### config.mk
export PLATFORM = sky130hd
export DESIGN_NAME = ksa_sub_pipe
export DESIGN_NICKNAME = d
export VERILOG_FILES = /design/src/rtl/ksa_sub_pipe.sv
export SDC_FILE = /design/constraint.sdc
export NUM_CORES = 1
export LEC_CHECK = 0
export ABC_AREA = 1
export BUFFER_PORTS_ARGS = -buffer_cell sky130_fd_sc_hd__buf_2
export CAP_MARGIN = 25
export CORE_MARGIN = 3
export CORE_UTILIZATION = 49
export CTS_CLUSTER_SIZE = 20
export DETAILED_ROUTE_END_ITERATION = 6
export HOLD_SLACK_MARGIN = 0.05
export PLACE_DENSITY = 0.75
export SKIP_LAST_GASP = 1
export SLEW_MARGIN = 20
export SYNTH_ARGS = -nofsm -noshare
export SYNTH_HDL_FRONTEND = slang
export SYNTH_SLANG_ARGS = --single-unit
export TNS_END_PERCENT = 50
### constraint.sdc
create_clock -name clk -period 1.1 [get_ports clk]
set_input_delay 0.055 -clock clk [delete_from_list [all_inputs] [get_ports clk]]
set_output_delay 0.055 -clock clk [all_outputs]
set_load 0.1 [all_outputs]
### src/rtl/ksa_sub_pipe.sv
// Three-stage Kogge-Stone subtractor (A - B - Bin) with borrow, overflow and zero flags; 3-cycle latency.
// Valid/ready with per-stage enables: empty stages fill under stall, in_ready drops only when all three stages are held.
module ksa_sub_pipe #(
    parameter int WIDTH = 4
) (
    input  logic             clk,
    input  logic             rst,
    input  logic             in_valid,
    output logic             in_ready,
    input  logic [WIDTH-1:0] A,
    input  logic [WIDTH-1:0] B,
    input  logic             Bin,
    output logic             out_valid,
    input  logic             out_ready,
    output logic [WIDTH-1:0] D,
    output logic             Bo,
    output logic             Ov,
    output logic             Z
);
    localparam int LV = $clog2(WIDTH);

    logic             en1, en2, en3;
    logic             v1, v2;
    logic [WIDTH-1:0] p1, g1, p2, c2;
    logic             c01, am1, bm1, c02, am2, bm2;
    logic [WIDTH-1:0] c_nxt, d_nxt;

    assign en3      = ~out_valid | out_ready;
    assign en2      = ~v2 | en3;
    assign en1      = ~v1 | en2;
    assign in_ready = en1 & ~rst;

    // Parallel-prefix group generate; element i is the carry out of bit i.
    function automatic logic [WIDTH-1:0] ks_carry(input logic [WIDTH-1:0] g_in,
                                                  input logic [WIDTH-1:0] p_in);
        logic [WIDTH-1:0] g, p, gn, pn;
        g = g_in;
        p = p_in;
        for (int l = 0; l < LV; l++) begin
            gn = g;
            pn = p;
            for (int i = (1 << l); i < WIDTH; i++) begin
                gn[i] = g[i] | (p[i] & g[i - (1 << l)]);
                pn[i] = p[i] & p[i - (1 << l)];
            end
            g = gn;
            p = pn;
        end
        return g;
    endfunction

    // c0 is absorbed into bit 0 so the tree spans exactly log2(WIDTH) levels.
    assign c_nxt = ks_carry({g1[WIDTH-1:1], g1[0] | (p1[0] & c01)}, p1);
    assign d_nxt = p2 ^ {c2[WIDTH-2:0], c02};

    always_ff @(posedge clk) begin
        if (rst) begin
            v1  <= 1'b0;
            p1  <= '0;
            g1  <= '0;
            c01 <= 1'b0;
            am1 <= 1'b0;
            bm1 <= 1'b0;
        end else if (en1) begin
            v1  <= in_valid & in_ready;
            p1  <= A ^ ~B;
            g1  <= A & ~B;
            c01 <= ~Bin;
            am1 <= A[WIDTH-1];
            bm1 <= B[WIDTH-1];
        end
    end

    always_ff @(posedge clk) begin
        if (rst) begin
            v2  <= 1'b0;
            p2  <= '0;
            c2  <= '0;
            c02 <= 1'b0;
            am2 <= 1'b0;
            bm2 <= 1'b0;
        end else if (en2) begin
            v2  <= v1;
            p2  <= p1;
            c2  <= c_nxt;
            c02 <= c01;
            am2 <= am1;
            bm2 <= bm1;
        end
    end

    always_ff @(posedge clk) begin
        if (rst) begin
            out_valid <= 1'b0;
            D         <= '0;
            Bo        <= 1'b0;
            Ov        <= 1'b0;
            Z         <= 1'b0;
        end else if (en3) begin
            out_valid <= v2;
            D         <= d_nxt;
            Bo        <= ~c2[WIDTH-1];
            Ov        <= (am2 ^ bm2) & (d_nxt[WIDTH-1] ^ am2);
            Z         <= ~|d_nxt;
        end
    end
endmodule
==> flow_metrics.env, run 1 <==
export IMPL_outcome="finished with violations"
export IMPL_violations="setup timing"
export IMPL_slew_violations=0
export IMPL_io_buffer_count=21
export IMPL_syn_avg_cell_area_sq_um=7.781
export IMPL_yosysSeqAreaShare_pct=46.25
export IMPL_met3WireLength_um=198
export IMPL_start_kind="flop"
export IMPL_grt_pass1_wl_mm=4.940
export IMPL_firstDrtPassIters=7
export IMPL_power_mw=2.551
export IMPL_finalClockSkew_ns=0.008397
export IMPL_fmax_mhz=782.0
export IMPL_cts_tree="done"
export IMPL_avgRoutedWirePerCell_um=12.42
export IMPL_top_layer_used="met4"
export IMPL_slew_headroom_pct=82.95
export IMPL_final_common_cell="nand2_1"
export IMPL_cts_root_buf="clkbuf_4"
export IMPL_die_w_um=59.17
export IMPL_rrSetupSlack_ns=-0.14
export IMPL_ys_warnings_count=0
export IMPL_layout_area_seq_sq_um=649.4
export IMPL_critPathLaunch="v2"
export IMPL_rsz0062_at_grt="true"
export IMPL_clkTransAtPathRegs_ns=0.09
export IMPL_yosysUniqueCellTypes=23
export IMPL_synth_edf_count=0
export IMPL_tightest_slew_ns=0.2539
export IMPL_pre_cts_ws_ns=-0.02369
export IMPL_vias=1299
export IMPL_antenna_found_initial=0
export IMPL_dp_cells=231
export IMPL_fin_crit_ns=1.279
export IMPL_r2r_worst_path_cells=9
export IMPL_finalNetCount=237
export IMPL_synthCells=178
export IMPL_initial_core_util_pct=53.48
export IMPL_critPathMaxStageDelay_ns=0.38
export IMPL_grt_max_degree=16
export IMPL_min_to="c2[3]"
export IMPL_cts_max_level=2
export IMPL_cp_max_fo=3
export IMPL_setup_ws_ns=-0.1787
export IMPL_synthArstFlopShare_pct=0
export IMPL_cp_end_kind="primary output"
export IMPL_routabilityCongestion=0.7841
export IMPL_rows=18
export IMPL_cp_data_required_time_ns=1.04
export IMPL_finalHoldViolCount=0
export IMPL_n_fill_cell=199
export IMPL_slowest_stage="dfxtp_4"
export IMPL_met2_length_mm=1.630
export IMPL_synthToLayoutAreaGrowth_pct=40.20
export IMPL_drive_gt1_share_pct=30.00
export IMPL_place_hpwl_mm=2.138
export IMPL_multi_input_area_sq_um=671.9
export IMPL_dieArea_sq_mm=0.003501
export IMPL_min_path_type="primary input to flop"
export IMPL_dr_first_iter_drc_count=37
export IMPL_placed_area_sq_mm=0.001702
export IMPL_timing_final_crit_share_pct=116.2
export IMPL_maxCapViolCount=0
export IMPL_grt_pass1_vias=1171
export IMPL_setup_tns_final_ns=-1.863
export IMPL_syn_area_sq_mm=0.001385
export IMPL_hp_start="rst"
export IMPL_cp_data_arrival_time_ns=1.22
export IMPL_clock_latency_ns=0.34
export IMPL_die_height_um=59.17
export IMPL_wl_met1_mm=1.190
export IMPL_drc=0
export IMPL_power_density_mw_per_mm2=1313
export IMPL_final_cell_mix="nand2_1, dfxtp_1, inv_1"
export IMPL_wirelength_mm=3.105
export IMPL_r2r_end="c2[2]"
export IMPL_hold_depth=3
export IMPL_syn_nets=195
export IMPL_io_pin_count=22
export IMPL_worstPathCellList="inv_4 -> nor2_8 -> nand2_8 -> nand2_2 -> inv_2 -> buf_12"
export IMPL_setup_violations=24
export IMPL_path_class="flop to primary output"
export IMPL_synth_seq_cells=32
export IMPL_clock_sinks=32
export IMPL_final_area_sq_mm=0.001942
export IMPL_avgViaCountPerCell=5.196
export IMPL_grt_remaining_overflow=0
export IMPL_postRouteAntennaNets=0
export IMPL_r2r_start="v2"
export IMPL_power_leakage_nw=0.8922
export IMPL_vdd_ir_drop_max_mv=1.092
export IMPL_clockBufferDepth=2
export IMPL_core_area_sq_mm=0.002590
export IMPL_synthFlopType="dfxtp_1"
export IMPL_diodes=0
export IMPL_track_usage_pct=19.20
export IMPL_instances_no_fill=250
export IMPL_cts_buffers=5
what timing repair did:
item	4_1_cts	5_1_grt
resized for setup	5	16
cloned	0	1
pin swaps	2	10
buffers inserted	6	1
hold endpoints to repair	5	0
setup endpoints to repair	10	26
hold buffers	5	0
layer usage:
| metal | vias to the layer above | GRT usage [%] |
|---|---|---|
| met5 | - | 0 |
| met4 | 0 | 10.68 |
| met3 | 10 | 5.229 |
| met2 | 42 | 34.54 |
| met1 | 592 | 19.92 |
| li1 | 655 | - |
sequential cells by signal (all words and copies together) (netlist names), 4 cells and up:
| signal | count |
|---|---|
| p1 | 4 |
| D | 4 |
| g1 | 4 |
| c2 | 4 |
| p2 | 4 |
synthesized netlist by cell type, types with 2 or more instances:
cell type,n,share of area (%)
nand2_1,37,10
dfxtp_1,32,46
a21oi_1,23,8.3
inv_1,22,6.0
o21ai_0,17,6.1
nor2_1,12,3.3
nand3_1,11,4.0
ha_1,4,3.6
buf_6,3,2.4
a31oi_1,2,0.90
buf_2,2,0.72
nand2_4,2,1.6
worst max-delay path by stage:
stage	to	slack [ns]	cells after the start
floorplan	in_ready	-0.41	6
global route	in_ready	-0.23	6
CTS	in_ready	-0.21	6
detailed placement	c01	-0.02	5
finish	in_ready	-0.18	6
global placement	in_ready	0.02	6
through the flow:
| step | hold slack [ns] | util [%] |
|---|---|---|
| 3_5_place_dp | 0.2517 | 65.70 |
| 3_3_place_gp | 0.2283 | 65.70 |
| 6_report | 0.1122 | 74.98 |
| 4_1_cts | 0.09848 | 72.80 |
| 5_1_grt | 0.1077 | 74.98 |
| 2_1_floorplan | 0.1444 | - |
logic make-up (layout without fill, tap and decap cells):
| family | count (synthesis) | in the layout | share of synthesized area, % |
|---|---|---|---|
| AND/OR/NAND/NOR | 65 | 66 | 21.50 |
| AO/OA/AOI/OAI | 44 | 44 | 16.80 |
| flip-flops | 32 | 32 | 46.25 |
| buffers and inverters | 31 | 72 | 10.57 |
| adder cells (fa/ha/maj) | 4 | 4 | 3.614 |
| XOR/XNOR | 2 | 2 | 1.265 |
layout make-up:
type,instances,share of cell area (%)
multi-input combinational,116,34.60
clock buffer,7,3.351
tap,30,1.933
sequential,32,33.44
timing repair buffer,42,22.10
inverter,23,4.575
where the power goes:
part | internal (mW) | total (mW) | switching, mW | leakage (nW)
combinational | 0.200 | 0.512 | 0.312 | 0.589
clock | 0.362 | 0.752 | 0.391 | 0.0374
sequential | 1.22 | 1.29 | 0.0616 | 0.266
worst max-delay path, delay by kind of cell (launching register included):
kind	cells	cell delay (ns)
DFF	1	0.38
buffers and inverters	3	0.24
and+or+nand+nor	3	0.25
Power figures use the tool's default switching activity.
==> run 2: changes to the inputs <==
- RECOVER_POWER: not set -> 100
==> run 2 against run 1 <==
The run still ends with setup timing left. Combinational power fell by 8.8%. Final cell count did not move. Fmax fell by 0.13%. Power fell by 2.1%. Register-to-register slack barely moved. Clock skew barely moved. Via count fell by 0.46%. Worst setup slack got worse by 0.0017 ns. Sequential cell count did not move. Clock-buffer cell count did not move. Cell area fell by 4.4%. Critical path type unchanged. Largest cell class unchanged.
==> flow_metrics.env, run 2 (same netlist as run 1, synthesis figures left out) <==
export IMPL_avgRoutedWirePerCell_um=12.49
export IMPL_hold_depth=3
export IMPL_path_class="flop to primary output"
export IMPL_die_height_um=59.17
export IMPL_diodes=0
export IMPL_final_core_util_pct=71.69
export IMPL_rsz0062_at_grt="true"
export IMPL_slew_violations=0
export IMPL_cp_data_arrival_time_ns=1.23
export IMPL_dp_cells=231
export IMPL_rows=18
export IMPL_cts_root_buf="clkbuf_4"
export IMPL_whs_ns=0.1118
export IMPL_final_common_cell="nand2_1"
export IMPL_antenna_found_initial=0
export IMPL_postRouteAntennaNets=0
export IMPL_fmax_mhz=781.0
export IMPL_drc=0
export IMPL_n_fill_cell=210
export IMPL_power_density_mw_per_mm2=1345
export IMPL_io_pin_count=22
export IMPL_placed_area_sq_mm=0.001702
export IMPL_cts_buffers=5
export IMPL_wirelength_mm=3.122
export IMPL_instances_no_fill=250
export IMPL_finalHoldViolCount=0
export IMPL_pre_cts_ws_ns=-0.02369
export IMPL_min_path_type="primary input to flop"
export IMPL_grt_pass1_vias=1171
export IMPL_slew_headroom_pct=81.50
export IMPL_start_kind="flop"
export IMPL_grt_pass1_wl_mm=4.940
export IMPL_io_buffer_count=21
export IMPL_cp_data_required_time_ns=1.04
export IMPL_synthToLayoutAreaGrowth_pct=34.06
export IMPL_final_cell_mix="nand2_1, dfxtp_1, inv_1"
export IMPL_r2r_worst_path_cells=9
export IMPL_place_hpwl_mm=2.138
export IMPL_final_area_sq_mm=0.001857
export IMPL_tightest_slew_ns=0.2797
export IMPL_setup_ws_ns=-0.1804
export IMPL_fin_crit_ns=1.280
export IMPL_die_w_um=59.17
export IMPL_outcome="finished with violations"
export IMPL_grt_max_degree=16
export IMPL_setup_violations=24
export IMPL_layout_area_seq_sq_um=649.4
export IMPL_clockBufferDepth=2
export IMPL_initial_core_util_pct=53.48
export IMPL_vias=1293
export IMPL_cts_max_level=2
export IMPL_drive_gt1_share_pct=30.00
export IMPL_core_area_sq_mm=0.002590
export IMPL_vdd_ir_drop_max_mv=1.081
export IMPL_firstDrtPassIters=6
export IMPL_timing_final_crit_share_pct=116.4
export IMPL_clock_latency_ns=0.34
export IMPL_dr_first_iter_drc_count=34
export IMPL_cp_end_kind="primary output"
export IMPL_routabilityCongestion=0.7841
export IMPL_violations="setup timing"
export IMPL_power_leakage_nw=0.8698
export IMPL_multi_input_area_sq_um=671.9
export IMPL_cp_max_fo=3
export IMPL_dieArea_sq_mm=0.003501
export IMPL_track_usage_pct=19.20
export IMPL_avgViaCountPerCell=5.172
export IMPL_clock_sinks=32
export IMPL_finalClockSkew_ns=0.008397
export IMPL_clkTransAtPathRegs_ns=0.09
export IMPL_maxCapViolCount=0
export IMPL_grt_remaining_overflow=0
export IMPL_cts_tree="done"
export IMPL_finalNetCount=237
## run 2: power breakdown
part,total [mW],internal (mW),switching [mW]
Sequential,1.28,1.22,0.0523
Combinational,0.467,0.154,0.313
Clock,0.754,0.362,0.392
Total,2.50,1.74,0.757
## run 2: repair_timing
| item | 4_1_cts | 5_1_grt |
|---|---|---|
| buffers inserted | 6 | 1 |
| pin swaps | 2 | 10 |
| hold buffers | 5 | 0 |
| cloned | 0 | 1 |
| setup endpoints to repair | 10 | 26 |
| gates resized for setup | 5 | 16 |
| endpoints found under the hold margin | 5 | 0 |
## run 2: layout make-up
type	count	share of cell area, %
Multi-Input combinational cell	116	36.19
Inverter	23	4.784
Tap cell	30	2.022
Timing Repair Buffer	42	18.53
Clock buffer	7	3.504
Sequential cell	32	34.97
## run 2: path summary, 6_finish.rpt
| kind | end | slack, ns | start |
|---|---|---|---|
| setup reg to reg | c2[2] | -0.14 | v2 |
| setup / recovery | in_ready | -0.18 | v2 |
| hold reg to reg | Bo | 0.47 | c2[3] |
| hold / removal | c2[3] | 0.11 | rst |
## run 2: per-layer routing
metal,global-route usage (%),up-vias,wire length [um]
li1,-,655,-
met1,19.92,588,1196
met2,34.54,40,1624
met3,5.229,10,215
met4,10.68,0,86
met5,0,-,0
## run 2: through the flow
step / total power [mW] / setup TNS [ns]
after detailed placement: 1.790 / -0.08725
after global placement: 1.775 / 0
after global routing: 2.605 / -3.253
after floorplan: 1.608 / -3.581
after CTS: 2.544 / -2.676
final: 2.497 / -1.893
## run 2: worst max-delay path, stage by stage, from the launching register on
cell and delay, ns:
dfxtp_4 0.39, inv_4 0.05, nor2_8 0.13, nand2_8 0.06, nand2_2 0.06, inv_2 0.04, buf_12 0.15
==> run 3: changes to the inputs <==
- REMOVE_ABC_BUFFERS: not set -> 1
==> run 3 against run 2 <==
The flow still finishes with violations (setup timing). Sequential power about the same. Power decreased by 0.33%. Hold slack got worse by 0.0082 ns. Combinational power increased by 9.6%. Global-route usage decreased by 1.5 points. Clock skew decreased by 0.0041 ns. Via count decreased by 3.9%. Critical path depth increased by 3. Critical endpoint is now c2[1]. Largest power group unchanged.
==> flow_metrics.env, run 3 (same netlist as run 1, synthesis figures left out) <==
export IMPL_core_area_sq_mm=0.002590
export IMPL_initial_core_util_pct=53.48
export IMPL_rsz0062_at_grt="true"
export IMPL_io_buffer_count=21
export IMPL_track_usage_pct=17.67
export IMPL_maxCapViolCount=0
export IMPL_power_leakage_nw=0.9049
export IMPL_whs_ns=0.1036
export IMPL_grt_remaining_overflow=0
export IMPL_antenna_found_initial=0
export IMPL_fin_crit_ns=1.263
export IMPL_clockBufferDepth=2
export IMPL_cts_root_buf="clkbuf_4"
export IMPL_outcome="finished with violations"
export IMPL_finalNetCount=234
export IMPL_final_cell_mix="nand2_1, dfxtp_1, inv_1, a21oi_1, o21ai_0"
export IMPL_tightest_slew_ns=0.2901
export IMPL_rrSetupSlack_ns=-0.16
export IMPL_grt_pass1_wl_mm=4.588
export IMPL_clock_latency_ns=0.34
export IMPL_violations="setup timing"
export IMPL_fmax_mhz=791.6
export IMPL_die_height_um=59.17
export IMPL_min_to="p1[1]"
export IMPL_dr_first_iter_drc_count=49
export IMPL_r2r_end="c2[1]"
export IMPL_path_depth=9
export IMPL_slew_headroom_pct=80.52
export IMPL_clkTransAtPathRegs_ns=0.09
export IMPL_avgViaCountPerCell=5.008
export IMPL_routabilityCongestion=0.7539
export IMPL_cts_max_level=2
export IMPL_critPathMaxStageDelay_ns=0.37
export IMPL_multi_input_area_sq_um=650.6
export IMPL_finalHoldViolCount=0
export IMPL_avgRoutedWirePerCell_um=11.71
export IMPL_setup_violations=23
export IMPL_drc=0
export IMPL_slew_violations=0
export IMPL_cts_tree="done"
export IMPL_cp_data_required_time_ns=1.34
export IMPL_vias=1242
export IMPL_diodes=0
export IMPL_grt_max_degree=16
export IMPL_timing_final_crit_share_pct=114.8
export IMPL_synthToLayoutAreaGrowth_pct=35.05
export IMPL_worstPathCellList="buf_4 -> buf_6 -> inv_1 -> nor2_4 -> nand2_4 -> nand2_1 -> o21ai_0 -> nand2_1 -> inv_1"
export IMPL_rows=18
export IMPL_layout_area_seq_sq_um=643.1
export IMPL_cts_buffers=5
export IMPL_dieArea_sq_mm=0.003501
export IMPL_pre_cts_ws_ns=-0.03654
export IMPL_vdd_ir_drop_max_mv=1.232
export IMPL_path_class="flop to flop"
export IMPL_cp_data_arrival_time_ns=1.50
export IMPL_path_buf_inv=4
export IMPL_clock_sinks=32
export IMPL_power_density_mw_per_mm2=1331
export IMPL_r2r_start="out_valid"
export IMPL_n_fill_cell=192
export IMPL_wirelength_mm=2.903
export IMPL_min_path_type="primary input to flop"
export IMPL_hold_depth=3
export IMPL_finalClockSkew_ns=0.004271
export IMPL_setup_ws_ns=-0.1632
export IMPL_power_mw=2.489
export IMPL_crit_family="simple AND/OR/NAND/NOR gates"
export IMPL_postRouteAntennaNets=0
export IMPL_hp_start="rst"
export IMPL_die_w_um=59.17
export IMPL_grt_pass1_vias=1125
export IMPL_cp_max_fo=5
export IMPL_firstDrtPassIters=4
export IMPL_r2r_worst_path_cells=9
export IMPL_start_kind="flop"
export IMPL_io_pin_count=22
export IMPL_final_common_cell="nand2_1"
export IMPL_drive_gt1_share_pct=27.06
export IMPL_slowest_stage="dfxtp_2"
export IMPL_place_hpwl_mm=1.947
export IMPL_cp_end_kind="flop"
run 3: changes by cell type in the layout (fill, tap and decap cells not counted), sizes merged:
cell,delta
clkbuf,-4
clkinv,+2
run 3: worst max-delay path by stage:
stage	slack, ns	start	to
5_1_grt	-0.24	out_valid	c2[1]
3_5_place_dp	-0.04	out_valid	c2[2]
4_1_cts	-0.19	out_valid	in_ready
2_1_floorplan	-1.04	out_valid	in_ready
6_report	-0.16	out_valid	c2[1]
3_3_place_gp	0.03	out_valid	c2[2]
run 3: worst min-delay path, delay by kind of cell:
family | cells | cell delay (ns)
AOI/OAI and AO/OA | 1 | 0.04
buffers and inverters | 2 | 0.30
run 3: layout make-up:
type                       instances  area share (%)
clock buffer                       6           2.742
timing repair buffer              39           20.94
sequential                        32           34.38
clock inverter                     2          0.5351
multi-input combinational        116           34.78
inverter                          23           4.615
tap                               30           2.007
run 3: per-layer routing:
layer	vias up	share of wire (%)	GRT usage, %
li1	653	-	-
met1	544	41	19.13
met2	39	51	30.44
met3	6	6.6	6.318
met4	0	1.4	8.414
met5	-	0	0
run 3: report_power, final:
group          total (mW)  internal [mW]  switching, mW
clock               0.694          0.303          0.390
combinational       0.512          0.198          0.314
sequential           1.28           1.23         0.0566
total                2.49           1.73          0.761
run 3: timing repair:
item                                    CTS  global route
buffers inserted                          4             2
hold buffers                              5             0
endpoints found under the hold margin     5             0
gates cloned                              0             1
gates resized for setup                   4            13
pin swaps                                 2             7
endpoints found under the setup margin    9            27
run 3: through the flow:
| step | util (%) | cells | instance area (sq um) | setup TNS [ns] |
|---|---|---|---|---|
| after floorplan | - | 170 | 1325 | -22.35 |
| after global placement | 64.20 | 229 | 1663 | 0 |
| after detailed placement | 64.20 | 229 | 1663 | -0.07120 |
| after CTS | 70.14 | 246 | 1817 | -1.449 |
| after global routing | 72.22 | 248 | 1871 | -2.800 |
| final | 72.22 | 248 | 1871 | -1.451 |
